[src/rtl/calc_cmd_driver.sv]
// ---------------------------------------------------------------------------
// calc_cmd_driver
//
// Host-side initiator for the calculator chip command pins. Commands
// (opcode + operand) are queued in a small FIFO and replayed one at a time
// with fixed pin timing: setup, a one-cycle strobe, release, then a capture
// wait. The chip's result byte and flags are then presented on a response
// port.
//
// Handshakes: a transfer happens on a rising edge where valid && ready are
// both high. A source never withdraws valid or changes its payload until the
// transfer. A sink may raise or drop ready freely.
//
// Ports
//   clk, rst                 single clock, synchronous active-high reset
//   cmd_valid/cmd_ready      command in; cmd_ready = FIFO not full
//   cmd_op[3:0], cmd_data    opcode and operand (operand unused for unary ops)
//   rsp_valid/rsp_ready      response out; rsp_* held until accepted
//   rsp_op, rsp_result,      completed opcode, sampled result/flags,
//   rsp_flags, rsp_err       err = reserved opcode (never sent to the chip)
//   busy                     FSM not idle or FIFO not empty
//   calc_data, calc_op,      chip operand, opcode and strobe pins
//   calc_strobe
//   calc_result, calc_flags  chip result and flag pins
//   dbg_state_o              current FSM state (IDLE = 0)
// ---------------------------------------------------------------------------
module calc_cmd_driver #(
  parameter int FIFO_DEPTH    = 4,
  parameter int SETUP_CYCLES  = 1,
  parameter int CAPTURE_DELAY = 1
) (
  input  logic       clk,
  input  logic       rst,
  input  logic       cmd_valid,
  output logic       cmd_ready,
  input  logic [3:0] cmd_op,
  input  logic [7:0] cmd_data,
  output logic       rsp_valid,
  input  logic       rsp_ready,
  output logic [3:0] rsp_op,
  output logic [7:0] rsp_result,
  output logic [2:0] rsp_flags,
  output logic       rsp_err,
  output logic       busy,
  output logic [7:0] calc_data,
  output logic [3:0] calc_op,
  output logic       calc_strobe,
  input  logic [7:0] calc_result,
  input  logic [2:0] calc_flags,
  output logic [2:0] dbg_state_o
);

  localparam int AW   = $clog2(FIFO_DEPTH);
  localparam int CMAX = (SETUP_CYCLES > CAPTURE_DELAY) ? SETUP_CYCLES : CAPTURE_DELAY;
  // Down-counter runs from N-1 to 0, so it only needs to hold CMAX-1.
  localparam int CW   = (CMAX > 1) ? $clog2(CMAX) : 1;

  typedef enum logic [2:0] {
    S_IDLE    = 3'd0,
    S_SETUP   = 3'd1,
    S_STROBE  = 3'd2,
    S_RELEASE = 3'd3,
    S_WAIT    = 3'd4,
    S_RESP    = 3'd5
  } state_e;

  // -------------------------------------------------------------------------
  // Command FIFO. Pointers carry one extra wrap bit so full and empty can be
  // told apart without a separate occupancy counter.
  // -------------------------------------------------------------------------
  logic [3:0]  fifo_op_q   [FIFO_DEPTH];
  logic [7:0]  fifo_data_q [FIFO_DEPTH];
  logic [AW:0] wr_ptr_q, rd_ptr_q;
  logic        fifo_empty, fifo_full;
  logic        push, pop;
  logic [3:0]  head_op;
  logic [7:0]  head_data;

  assign fifo_empty = (wr_ptr_q == rd_ptr_q);
  assign fifo_full  = (wr_ptr_q[AW] != rd_ptr_q[AW]) &&
                      (wr_ptr_q[AW-1:0] == rd_ptr_q[AW-1:0]);
  assign cmd_ready  = !fifo_full;
  assign push       = cmd_valid && cmd_ready;
  assign head_op    = fifo_op_q[rd_ptr_q[AW-1:0]];
  assign head_data  = fifo_data_q[rd_ptr_q[AW-1:0]];

  // Storage needs no reset: entries are only read behind the write pointer.
  always_ff @(posedge clk) begin
    if (push) begin
      fifo_op_q[wr_ptr_q[AW-1:0]]   <= cmd_op;
      fifo_data_q[wr_ptr_q[AW-1:0]] <= cmd_data;
    end
  end

  always_ff @(posedge clk) begin
    if (rst) begin
      wr_ptr_q <= '0;
      rd_ptr_q <= '0;
    end else begin
      if (push) wr_ptr_q <= wr_ptr_q + 1'b1;
      if (pop)  rd_ptr_q <= rd_ptr_q + 1'b1;
    end
  end

  // -------------------------------------------------------------------------
  // Opcode classes: 0xB/0xC are reserved and never reach the pins; 5..0xA
  // are unary and leave the operand pins at their previous value.
  // -------------------------------------------------------------------------
  logic head_reserved, head_unary;
  assign head_reserved = (head_op == 4'hB) || (head_op == 4'hC);
  assign head_unary    = (head_op >= 4'h5) && (head_op <= 4'hA);

  // -------------------------------------------------------------------------
  // Sequencing FSM
  // -------------------------------------------------------------------------
  state_e      state_q, state_d;
  logic [CW-1:0] cnt_q, cnt_d;
  logic [3:0]  calc_op_q, calc_op_d;
  logic [7:0]  calc_data_q, calc_data_d;
  logic        calc_strobe_q, calc_strobe_d;
  logic        rsp_valid_q, rsp_valid_d;
  logic [3:0]  rsp_op_q, rsp_op_d;
  logic [7:0]  rsp_result_q, rsp_result_d;
  logic [2:0]  rsp_flags_q, rsp_flags_d;
  logic        rsp_err_q, rsp_err_d;
  logic        launch;

  always_comb begin
    state_d      = state_q;
    cnt_d        = cnt_q;
    calc_op_d    = calc_op_q;
    calc_data_d  = calc_data_q;
    rsp_valid_d  = rsp_valid_q;
    rsp_op_d     = rsp_op_q;
    rsp_result_d = rsp_result_q;
    rsp_flags_d  = rsp_flags_q;
    rsp_err_d    = rsp_err_q;
    launch       = 1'b0;

    case (state_q)
      S_IDLE: begin
        if (!fifo_empty) launch = 1'b1;
      end
      S_SETUP: begin
        if (cnt_q == '0) state_d = S_STROBE;
        else             cnt_d   = cnt_q - 1'b1;
      end
      S_STROBE: begin
        state_d = S_RELEASE;
      end
      S_RELEASE: begin
        state_d = S_WAIT;
        cnt_d   = CW'(CAPTURE_DELAY - 1);
      end
      S_WAIT: begin
        if (cnt_q == '0) begin
          state_d      = S_RESP;
          rsp_valid_d  = 1'b1;
          rsp_op_d     = calc_op_q;
          rsp_result_d = calc_result;
          rsp_flags_d  = calc_flags;
          rsp_err_d    = 1'b0;
        end else begin
          cnt_d = cnt_q - 1'b1;
        end
      end
      S_RESP: begin
        if (rsp_ready) begin
          rsp_valid_d = 1'b0;
          // Chain straight into the next command to save the IDLE cycle.
          if (!fifo_empty) launch = 1'b1;
          else             state_d = S_IDLE;
        end
      end
      default: state_d = S_IDLE;
    endcase

    // Shared pop path for IDLE and RESP exit.
    if (launch) begin
      if (head_reserved) begin
        // Pins untouched; the error response is ready on the next cycle.
        state_d      = S_RESP;
        rsp_valid_d  = 1'b1;
        rsp_op_d     = head_op;
        rsp_result_d = 8'h00;
        rsp_flags_d  = 3'b000;
        rsp_err_d    = 1'b1;
      end else begin
        state_d   = S_SETUP;
        cnt_d     = CW'(SETUP_CYCLES - 1);
        calc_op_d = head_op;
        if (!head_unary) calc_data_d = head_data;
      end
    end

    // Strobe is registered, so it is high exactly while the FSM sits in STROBE.
    calc_strobe_d = (state_d == S_STROBE);
  end

  assign pop = launch;

  always_ff @(posedge clk) begin
    if (rst) begin
      state_q       <= S_IDLE;
      cnt_q         <= '0;
      calc_op_q     <= '0;
      calc_data_q   <= '0;
      calc_strobe_q <= 1'b0;
      rsp_valid_q   <= 1'b0;
      rsp_op_q      <= '0;
      rsp_result_q  <= '0;
      rsp_flags_q   <= '0;
      rsp_err_q     <= 1'b0;
    end else begin
      state_q       <= state_d;
      cnt_q         <= cnt_d;
      calc_op_q     <= calc_op_d;
      calc_data_q   <= calc_data_d;
      calc_strobe_q <= calc_strobe_d;
      rsp_valid_q   <= rsp_valid_d;
      rsp_op_q      <= rsp_op_d;
      rsp_result_q  <= rsp_result_d;
      rsp_flags_q   <= rsp_flags_d;
      rsp_err_q     <= rsp_err_d;
    end
  end

  assign calc_op     = calc_op_q;
  assign calc_data   = calc_data_q;
  assign calc_strobe = calc_strobe_q;
  assign rsp_valid   = rsp_valid_q;
  assign rsp_op      = rsp_op_q;
  assign rsp_result  = rsp_result_q;
  assign rsp_flags   = rsp_flags_q;
  assign rsp_err     = rsp_err_q;
  assign busy        = (state_q != S_IDLE) || !fifo_empty;
  assign dbg_state_o = state_q;

endmodule

[config.mk]
export PLATFORM = sky130hd
export DESIGN_NAME = calc_cmd_driver
export DESIGN_NICKNAME = d
export VERILOG_FILES = /design/src/rtl/calc_cmd_driver.sv
export SDC_FILE = /design/constraint.sdc
export NUM_CORES = 1
export LEC_CHECK = 0
export BUFFER_PORTS_ARGS = -buffer_cell sky130_fd_sc_hd__buf_2
export CAP_MARGIN = 0
export CORE_UTILIZATION = 59
export DETAILED_ROUTE_END_ITERATION = 6
export MAX_ROUTING_LAYER = met4
export PLACE_DENSITY = 0.81
export SLEW_MARGIN = 10
export SYNTH_ARGS = -nofsm -noshare
export SYNTH_HDL_FRONTEND = slang
export SYNTH_SLANG_ARGS = --single-unit
[constraint.sdc]
create_clock -name clk -period 3.3 [get_ports clk]
set_input_delay 0.495 -clock clk [delete_from_list [all_inputs] [get_ports clk]]
set_output_delay 0.495 -clock clk [all_outputs]
set_load 0.01 [all_outputs]
Yosys cells after proc, flatten, opt, wreduce, memory -nomap -nowiden
Memory sizes are Yosys's and may differ from the RTL's. A register that Yosys moved wholly into a read port is not among the register bits.
Index checks and enable logic that the tools add are counted.
Storage, ports and cells
  memories: 2
  RAM bits: 48
  output and inout port bits: 35
  bits of input ports: 27
  logic and storage cells: 82
  register bits: 32
Memory list
  fifo_data_q: words 4, width 8, read ports 1, clocked after Yosys merged registers in 1, write ports 1, line 72  | logic [7:0] fifo_data_q [FIFO_DEPTH];
  fifo_op_q: words 4, width 4, read ports 1, clocked after Yosys merged registers in 1, write ports 1, line 71  | logic [3:0] fifo_op_q [FIFO_DEPTH];
Cells by class
  bitwise operators: 2
  $add $sub $neg: 3
  multiplexer cells: 39
  reductions and logical operators: 12
  order comparisons: 2
  equal/unequal tests: 11
Operator list (number)
  8-bit 2-to-1 mux: 4
  3-bit 2-to-1 mux: 10
  3-bit case mux with 6 select lines: 1
  4-bit 2-to-1 mux: 4
  1-bit 2-to-1 mux: 15
  3-bit by 2-bit == test with 1-bit output, second input constant: 3
  4-bit == test, second input constant: 2
  3-bit by 1-bit adder with 3-bit output, second input constant: 2
  3-bit == test, second input constant: 2
  1-bit case mux with 2 select lines: 3
  4-bit by 3-bit >= comparator with 1-bit output, second input constant: 1
  4-bit <= comparator, second input constant: 1
  2-bit 2-to-1 mux: 2
  3-bit by 1-bit == test with 1-bit output, second input constant: 1
  3-bit == test: 1
  1-bit logical AND: 3
  3-bit logical NOT: 1
  3-bit AND reduction: 1
  3-bit nonzero test: 1
  2-bit == test: 1
  1-bit logical NOT: 2
  1-bit logical OR: 2
  1-bit NOT: 2
  2-bit AND reduction: 1
  other kinds (3): 3

Depth between registers and ports, before layout
Gate-level depths: netlist of run 1.
  word-level depth: 6
  gate-level depth with buffers: 7
  mapped depth without buffers: 5

Worst setup path after synthesis of run 1
Ideal clock, no wire load.
  path type: reg2reg
  start: register with a tool-made name
  end: register calc_op_q[1] (netlist: calc_op[1])
  period minus slack after synthesis: 1.961 ns
  setup slack: 1.339 ns
  data arrival time: 1.833 ns
  data required time: 3.172 ns
  path buffers: 0
  cell stages (with the launch flop): 6
  library setup time: 0.128 ns
  cells stage by stage: dfxtp_1 mux4_1 and4b_4 nor4_4 mux2i_1 nor2_1
RTL lines
  end signal, assigned: line 217  | calc_op_q <= calc_op_d;
  end, declared: line 118  | logic [3:0] calc_op_q, calc_op_d;

==> results of run 1 <==
[area by class of cell]
cell class                 instances  area, µm²
clock buffer                      11        131
timing repair buffer              64        328
fill                             409       1720
multi-input combinational        171       1220
inverter                           7       26.3
clock inverter                     5       78.8
tap                               75       93.8
sequential                        90       2280
[power breakdown]
part           internal, µW  switching [µW]
clock                   426             363
combinational           378             533
sequential             1330             112
[worst paths after layout]
path                      startpoint                     endpoint  slack (ns)
hold reg to reg   rsp_err$_SDFF_PP0_           rsp_err$_SDFF_PP0_        0.46
hold / removal           cmd_data[5]  fifo_data_q[2][5]$_DFFE_PP_        0.36
setup reg to reg           flip-flop     rsp_result[1]$_SDFF_PP0_        1.06
setup / recovery           flip-flop     rsp_result[1]$_SDFF_PP0_        1.06
[worst max-delay path: cells and delay by family, from the launching register on]
family | cells | cell delay [ns]
multiplexers | 1 | 0.69
AND/OR/NAND/NOR | 2 | 0.55
AO/OA/AOI/OAI | 2 | 0.47
flip-flops | 1 | 0.46
[state kept, by name, summed over array words and instances (netlist names), named ones only]
| register | flops |
|---|---|
| rsp_valid | 1 |
| rsp_flags | 3 |
| rd_ptr_q | 3 |
| cnt_q | 1 |
| fifo_op_q | 16 |
| calc_op | 4 |
| calc_strobe | 1 |
| rsp_result | 8 |
| wr_ptr_q | 3 |
| rsp_op | 4 |
| calc_data | 8 |
| rsp_err | 1 |
| dbg_state_o | 3 |
| fifo_data_q | 32 |
[layer usage]
layer | vias to the layer above | global-route usage [%] | share of wire, %
met5 | - | - | 0
met4 | 0 | 11.1 | 2.0
met3 | 13 | 5.26 | 5.4
met2 | 87 | 34.9 | 47
met1 | 1122 | 28.4 | 45
li1 | 1145 | - | -
[stage by stage]
stage	worst slack (ns)	power, µW	hold WS, ns	cells	area, µm²
2_1_floorplan	1.34	2100	0.474	281	3590
4_1_cts	1.03	3150	0.342	423	4160
5_1_grt	0.869	3310	0.338	423	4160
3_5_place_dp	1.07	2370	0.445	407	3950
6_report	1.06	3140	0.361	423	4160
3_3_place_gp	1.10	2340	0.438	407	3950
[cells in the final DEF (no fill, tap or decap), types with 3 or more instances in the layout]
master    count
a21oi_1      30
and2_1        5
buf_2        61
buf_4         3
clkbuf_8      9
dfxtp_1      42
edfxtp_1     48
ha_1          5
inv_1         7
mux4_1        3
mux4_2        9
nand2_1      41
nand3_1      11
nor2_1       15
nor3_1        3
o21ai_0      10
xnor2_1       7
xor2_1        4
[logic make-up (layout without fill, tap and decap cells)]
| group | count (synthesis) | count (layout) |
|---|---|---|
| muxes | 13 | 13 |
| adders and majority gates | 5 | 5 |
| buffers and inverters | 20 | 87 |
| AOI/OAI and AO/OA | 55 | 55 |
| and+or+nand+nor | 86 | 86 |
| DFF | 90 | 90 |
| xor gates and xnor gates | 12 | 12 |
==> metrics.txt, run 1 <==
Max Slew Vio Count=0; via/cell ratio=5.60; DIE AREA=0.00639 mm²; critical-path maximum fanout=11; final-report hold violation count=0; count leader, synth=edfxtp_1; synth cell count leaders=48 x edfxtp_1, 42 x dfxtp_1, 41 x nand2_1; vias post-DR=2367; simple-gate share of the synthesized area=11.5%; Initial DRT Pass Iterations=4; worst vdd ir=0.000442 V; # H-tree levels=3; CTS tree=built; Power Density=754 mW/mm²; first-pass GRT wire length=10200 µm; post-cts resize count=0; Sink Count=90; main combinational cell family by area after synthesis=simple AND/OR/NAND/NOR gates; 1st-iter DRT viols=99; xor/xnor share of the synthesized area=3.14%; crit end category=flip-flop; post-synthesis mux area share=8.13%; CP required=3.58 ns; DRT Wirelength=6640 µm; Fmax=0.446 GHz; Tmin final=2.24 ns; clk_lat worst skew=0.35 ns; max_slew headroom=35.2%; I/O Buffers=61; Post-synth EDFFs=48; Worst-path clk slew=0.09 ns; Primary FF master, synth=edfxtp_1; largest net degree at the start of global routing=27; DRC Markers=0; # diodes=0; unrepaired setup endpoints after global routing=no; Syn Nets=313; Row Count=28; synthesized cell area=0.00359 mm²; NumNets Final=375; outcome=completed; mean area per synthesized cell=12.8 µm²; CP arrival=2.52 ns; hpwl dp=4460 µm; Initial Utilization=60.9%; Synth area leaders=edfxtp_1 40%, dfxtp_1 23%, mux4_2 5.7%, nand2_1 4.3%, a21oi_1 4.2%; Core Area=0.00589 mm²; hold path depth=1; slowest CP cell=mux4_1; area grow syn2layout=16.1%; Post-CTS Hold Buffers=0; fin crit share=68.0%; reg2reg path depth=5; Post-synth ARST share=0%; Final TNS setup=0 ns; max cap viols=0; CP Launch Type=flip-flop; grt total ovfl=0; Die Y=80.0 µm; Post-Synthesis Cells=281; class of the most critical setup path=flip-flop to flip-flop; initial antenna violation count=0; final core occ=70.7%; Clock Tree Buf Depth=2; synthesized flop and latch total=90; Compound-Gate Fraction of Synth Area=9.56%; worst path cell trace=mux4_1 > and4b_4 > o211ai_4 > nand2_1 > a21oi_1; leakage=0.00158 µW; GPL Wtd Cong=0.751; Ports=62; post-synth top area share=40.2%; worst hold path class=input pin to flip-flop; Seq/Total Area, Yosys=63.6%; vias in the first global route=2123; Root Buffer=clkbuf_8; Synth area leader=edfxtp_1; count of cell types in the netlist=40; layout cells sized above 1=27.6%; post-synthesis adder-cell area fraction=1.74%; GRT Util Overall=22.6%; Clock Skew=0.00809 ns; number of CTS-inserted buffers=9; Die W=80.0 µm; worst slew pin tran=0.969 ns; endpoints failing setup=0; CP max stage delay=0.69 ns; Ys Warns=0; antenna-violating nets left=0; Setup Buffers After CTS=0; Avg WL per Cell=15.7 µm
No activity file was read; power rests on OpenSTA's default activity.
==> run 2: changes to the inputs <==
- ABC_AREA: unset -> 1
- CORE_UTILIZATION: 59 -> 56
- PLACE_DENSITY: 0.81 -> 0.77
- clock period: 3.3 -> 2.3 ns (I/O delays scaled with it)
==> run 2 against run 1 <==
Final cell count is 29% higher. Via count is 17% higher. Count of clock-buffer cells in the layout is 2 lower. Wire length is 5.3% higher. Synthesized cell count is 41% higher. First-iteration DRC count is 28% higher. Power is 68% higher. Largest cell class unchanged. Largest power group unchanged.
==> metrics.txt, run 2 <==
class of the most critical setup path=flip-flop to output port; fin crit share=79.5%; Initial DRT Pass Iterations=4 (unchanged); Ys Warns=0 (unchanged); Root Buffer=clkbuf_8; initial antenna violation count=0 (unchanged); commonest non-fill, non-tap cells in the layout=70 x nand2_1, 61 x buf_2, 56 x nor2_1; max_slew headroom=67.9% (+33 points); pre-CTS setup slack=0.688 ns (-0.385 ns); worst hold path class=input pin to flip-flop; Register Area=0.00228 mm² (unchanged); synthesized flop and latch total=90 (unchanged); via/cell ratio=5.06 (-9.6%); layout cells sized above 1=25.5% (-2.1 points); DRT Wirelength=6990 µm (+5.3%); unrepaired setup endpoints after global routing=no; slowest CP cell=dfxtp_1; clk_lat worst skew=0.35 ns (about the same); final-report hold violation count=0 (unchanged); Power Density=1180 mW/mm² (+57%); DR WL met2=3190 µm (+1.5%); CP arrival=1.48 ns (-1.04 ns); Post-Synthesis Cells=397 (+41%); # H-tree levels=3 (unchanged); CTS tree=built; post-synth top area share=37.3% (-2.9 points); crit end category=output port; Post-CTS Hold Buffers=0 (unchanged); CP max stage delay=0.42 ns (-0.27 ns); DRC Markers=0 (unchanged); area grow syn2layout=15.5%; Setup Buffers After CTS=0 (unchanged); outcome=completed; CP required=1.96 ns (-1.62 ns); Die W=85.1 µm (+6.4%); DR WL met3=386 µm (+7.8%); mean area per synthesized cell=9.73 µm² (-24%); commonest non-fill, non-tap cell in the layout=nand2_1; Worst-path clk slew=0.09 ns (about the same); Final TNS setup=0 ns (unchanged); GRT Util Overall=21.7% (-0.93 points); number of fill cells in the layout=500 (+22%); largest net degree at the start of global routing=20 (-26%); WHS=0.207 ns (-0.154 ns); max cap viols=0 (unchanged); Initial Utilization=59.5% (-1.5 points); grt total ovfl=0 (unchanged); worst path cell trace=xnor2_1 > nand3_1 > inv_1 > nand3_1 > buf_2; first-pass GRT wire length=11800 µm (+16%); Syn Nets=429 (+37%); synthesized cell area=0.00386 mm² (+7.7%); # diodes=0 (unchanged); Synth area leader=edfxtp_1; Clock Tree Buf Depth=2 (unchanged); Tmin final=1.83 ns; vias in the first global route=2602 (+23%); Row Count=29 (+3.6%); Core Area=0.00649 mm² (+10%); Clock Skew=0.00996 ns (+0.00187 ns); count of cell types in the netlist=30 (-25%); endpoints failing setup=0 (unchanged); Max Slew Vio Count=0 (unchanged); vias post-DR=2767 (+17%); number of CTS-inserted buffers=9 (unchanged); worst slew pin tran=0.481 ns (-0.488 ns); met1 wire length=3290 µm (+9.6%); CP Launch Type=flip-flop; DIE AREA=0.00723 mm² (+13%); Ports=62 (unchanged); Fmax=0.547 GHz; count leader, synth=nand2_1; worst vdd ir=0.000582 V (+31%); Post-synth EDFFs=48 (unchanged); critical-path maximum fanout=4 (-7); post-cts resize count=0 (unchanged); leakage=0.00206 µW (+30%); antenna-violating nets left=0 (unchanged); Die Y=85.1 µm (+6.4%); area of the multi-input gates=0.00133 mm² (+8.8%); final setup margin=0.471 ns (-0.586 ns); Largest register FFs=32 (unchanged); Avg WL per Cell=12.8 µm (-19%); GPL Wtd Cong=0.820 (+9.1%); Seq/Total Area, Yosys=59.1% (-4.6 points); synth cell count leaders=70 x nand2_1, 56 x nor2_1, 48 x edfxtp_1; hpwl dp=5100 µm (+14%); most frequent CP cell=nand3_1; top sig layer=met4; Synth area leaders=edfxtp_1 37%, dfxtp_1 22%, nand2_1 6.8%, nor2_1 5.4%, o21ai_0 4.7%; NumNets Final=497 (+33%); Primary FF master, synth=edfxtp_1; I/O Buffers=61 (unchanged); Sink Count=90 (unchanged); 1st-iter DRT viols=127 (+28%); Post-synth ARST share=0% (unchanged)
-- run 2: cell types whose count changed in the layout (fill, tap and decap cells not counted), moves of 13 or more --
cell | before | now
nor2_1 | 15 | 56
a21oi_1 | 30 | 15
nand2_1 | 41 | 70
inv_1 | 7 | 38
nor2_2 | 0 | 13
o21ai_0 | 10 | 36
-- run 2: metrics by stage --
stage / total power, µW / area [µm²] / utilization, % / cells
floorplan: 3670 / 3860 / - / 397
global placement: 4070 / 4230 / 65.2 / 531
detailed placement: 4130 / 4230 / 65.2 / 531
CTS: 5310 / 4460 / 68.7 / 547
global route: 5660 / 4460 / 68.7 / 547
finish: 5260 / 4460 / 68.7 / 547
-- run 2: logic make-up (layout without fill, tap and decap cells) --
| kind of cell | after synthesis | count (layout) | synth area share, % |
|---|---|---|---|
| AO/OA/AOI/OAI | 52 | 52 | 6.84 |
| buffers and inverters | 53 | 126 | 6.48 |
| adder cells (fa/ha/maj) | 5 | 5 | 1.62 |
| XOR/XNOR | 2 | 2 | 0.648 |
| flip-flops | 90 | 90 | 59.1 |
| AND/OR/NAND/NOR | 184 | 184 | 22.5 |
| multiplexers | 11 | 11 | 2.85 |
-- run 2: critical path: cells and delay by family, from the launching register on --
| kind | cells | cell delay (ns) |
|---|---|---|
| flops | 1 | 0.42 |
| buf+inv | 2 | 0.28 |
| xor+xnor | 1 | 0.16 |
| simple gates | 2 | 0.27 |
-- run 2: worst paths after layout --
kind / startpoint / end / slack (ns) / depth (start not counted)
worst min-delay path: cmd_data[6] / fifo_data_q[1][6]$_DFFE_PP_ / 0.21 / 1
worst min register to register: calc_op[2]$_SDFFE_PP0P_ / calc_op[2]$_SDFFE_PP0P_ / 0.48 / 2
worst max-delay path: wr_ptr_q[1]$_SDFFE_PP0P_ / busy / 0.47 / 5
worst max register to register: flip-flop / calc_data[3]$_SDFFE_PP0P_ / 0.65 / 10
-- run 2: power breakdown --
part	leakage (µW)	internal [µW]	switching [µW]	total (µW)
sequential	0.000784	1960	168	2120
combinational	0.00117	695	1270	1960
clock	0.000108	622	556	1180
-- run 2: final cells by class --
cell class                 count  share of cell area [%]
multi-input combinational    254                    29.8
clock buffer                   9                    2.78
clock inverter                 7                    2.27
sequential                    90                    51.2
timing repair buffer          68                    8.02
inverter                      42                    3.76
tap                           77                    2.16
-- run 2: metal layers --
metal | vias up | track usage (%)
met4 | 0 | 7.55
met1 | 1226 | 27.0
met5 | - | -
li1 | 1447 | -
met2 | 79 | 34.4
met3 | 15 | 5.93
==> run 3: changes to the inputs <==
- CORE_UTILIZATION: 56 -> 50
- PLACE_DENSITY: 0.77 -> 0.73
- clock period: 2.3 -> 1.5 ns (I/O delays scaled with it)
==> run 3 against run 2 <==
The flow now finishes with violations (setup timing). Die area rose by 12%. Worst hold slack got worse by 0.13 ns. Power rose by 73%. Critical endpoint is now cmd_ready. Non-clock buffer count rose by 21. Critical path depth fell by 1. Global-route usage fell by 2.8 points. Count of clock-buffer cells in the layout did not move. Worst setup slack got worse by 0.52 ns. Largest power group is now combinational logic. Wire length rose by 11%. Critical path type unchanged.
==> metrics.txt, run 3 (same netlist as run 2, synthesis figures left out) <==
unrepaired setup endpoints after global routing=yes; Avg WL per Cell=13.1 µm (+2.8%); endpoints failing setup=2 (+2); vias post-DR=2926 (+5.7%); number of CTS-inserted buffers=9 (unchanged); Clock Skew=0.00463 ns (-0.00533 ns); area of the multi-input gates=0.00159 mm² (+19%); I/O Buffers=61 (unchanged); DRT Wirelength=7750 µm (+11%); max_slew headroom=85.8% (+18 points); layout cells sized above 1=37.5% (+12 points); clk_lat worst skew=0.36 ns (about the same); number of fill cells in the layout=546 (+9.2%); Sink Count=90 (unchanged); Ports=62 (unchanged); outcome=finished, violations left; # diodes=0 (unchanged); Max Slew Vio Count=0 (unchanged); Register Area=0.00231 mm² (+1.3%); via/cell ratio=4.96 (-2.0%); worst hold path class=input pin to flip-flop; violated checks=setup timing; critical-path maximum fanout=4 (unchanged); DRC Markers=0 (unchanged); worst vdd ir=0.000851 V (+46%); Initial DRT Pass Iterations=5 (+1); final std cells w/o fill=590 (+7.9%); Root Buffer=clkbuf_8; hpwl dp=5040 µm (-1.2%); GRT Util Overall=18.9% (-2.8 points); first-pass GRT wire length=11700 µm (-1.1%); vias in the first global route=2613 (+0.42%); GPL Wtd Cong=0.917 (+12%); DIE AREA=0.00808 mm² (+12%); WHS=0.0741 ns (-0.133 ns); CP Launch Type=flip-flop; # H-tree levels=3 (unchanged); leakage=0.00224 µW (+8.4%); Post-CTS Hold Buffers=0 (unchanged); Clock Tree Buf Depth=2 (unchanged); commonest non-fill, non-tap cell in the layout=buf_2; 1st-iter DRT viols=99 (-22%); crit end category=output port; fin crit share=103%; CP required=1.27 ns (-0.69 ns); max cap viols=0 (unchanged); CP arrival=1.32 ns (-0.16 ns); CTS tree=built; Tmin final=1.55 ns; class of the most critical setup path=flip-flop to output port; Row Count=31 (+6.9%); Worst-path clk slew=0.08 ns (about the same); final setup margin=-0.0452 ns (-0.516 ns); NumNets Final=519 (+4.4%); Die W=89.9 µm (+5.7%); Die Y=89.9 µm (+5.7%); largest net degree at the start of global routing=25 (+25%); area grow syn2layout=30.0%; Power Density=1810 mW/mm² (+53%); Core Area=0.00737 mm² (+13%); grt total ovfl=0 (unchanged); Initial Utilization=52.4% (-7.1 points); worst slew pin tran=0.207 ns (-0.274 ns); reg-to-reg slack, setup=0.02 ns (-0.63 ns); commonest non-fill, non-tap cells in the layout=59 x buf_2, 54 x nand2_1, 50 x nor2_1; Fmax=0.647 GHz; Inst Count DP=560 (+5.5%); initial antenna violation count=0 (unchanged); Largest register FFs=32 (unchanged); antenna-violating nets left=0 (unchanged); final-report hold violation count=0 (unchanged)
[run 3: cell count changes in the layout (fill, tap and decap cells not counted), moves of 4 or more]
| cell | before | now |
|---|---|---|
| buf_4 | 7 | 18 |
| inv_1 | 38 | 33 |
| nand2_1 | 70 | 54 |
| nand2_4 | 5 | 10 |
| nand3_1 | 16 | 10 |
| dfxtp_4 | 0 | 7 |
| nor2_4 | 1 | 8 |
| buf_12 | 0 | 8 |
| nand3_2 | 3 | 7 |
| nor2_1 | 56 | 50 |
| nand2_2 | 6 | 15 |
| dfxtp_1 | 42 | 33 |
[run 3: where the power goes]
group | internal (µW) | switching, µW | leakage (µW) | total, µW
Clock | 765 | 811 | 0.0000937 | 1580
Sequential | 3030 | 298 | 0.000789 | 3330
Combinational | 1770 | 2420 | 0.00136 | 4190
Total | 5570 | 3530 | 0.00224 | 9100
[run 3: per-layer routing]
metal / track usage (%) / part of all wire (%) / vias to the layer above
li1: - / - / 1492
met1: 21.9 / 43 / 1348
met2: 31.4 / 50 / 72
met3: 5.33 / 4.7 / 14
met4: 7.12 / 1.8 / 0
met5: - / 0 / -
[run 3: timing repair]
action                     in CTS  in global routing
resized for setup              13                 63
pin swaps                       2                 22
buffers inserted                0                 14
setup endpoints to repair      21                 45
hold endpoints to repair        0                  0
cloned                          0                  1
[run 3: final timing paths]
path / from / end / cells after the start
worst max-delay path: rd_ptr_q[0]$_SDFFE_PP0N_ / cmd_ready / 4
worst min-delay path: cmd_data[2] / fifo_data_q[3][2]$_DFFE_PP_ / 1
worst max register to register: rd_ptr_q[0]$_SDFFE_PP0N_ / fifo_op_q[0][1]$_DFFE_PP_ / 6
worst min register to register: calc_data[6]$_SDFFE_PP0P_ / calc_data[6]$_SDFFE_PP0P_ / 2
[run 3: final cells by class]
class	count	area share, %
clock buffer	9	2.47
timing repair buffer	89	12.6
tap	99	2.47
multi-input combinational	255	31.6
clock inverter	6	1.30
inverter	42	3.61
sequential	90	46.0
[run 3: stage by stage]
step           cell area [µm²]  total power, µW  util [%]  setup slack, ns  TNS, ns
6_report                  5020             9100      68.1          -0.0452  -0.0795
3_3_place_gp              4440             6540      60.2          -0.0410   -0.321
5_1_grt                   5020             9700      68.1          -0.0971   -0.893
4_1_cts                   4670             8280      63.4          -0.0705  -0.0705
3_5_place_dp              4440             6610      60.2          -0.0940    -1.15
2_1_floorplan             3900             5650         -           0.0865        0
[run 3: critical path: stages, from the launching register on]
cell and delay (ns):
dfxtp_4 0.38, xnor2_4 0.20, buf_4 0.15, nand3_4 0.10, buf_6 0.13
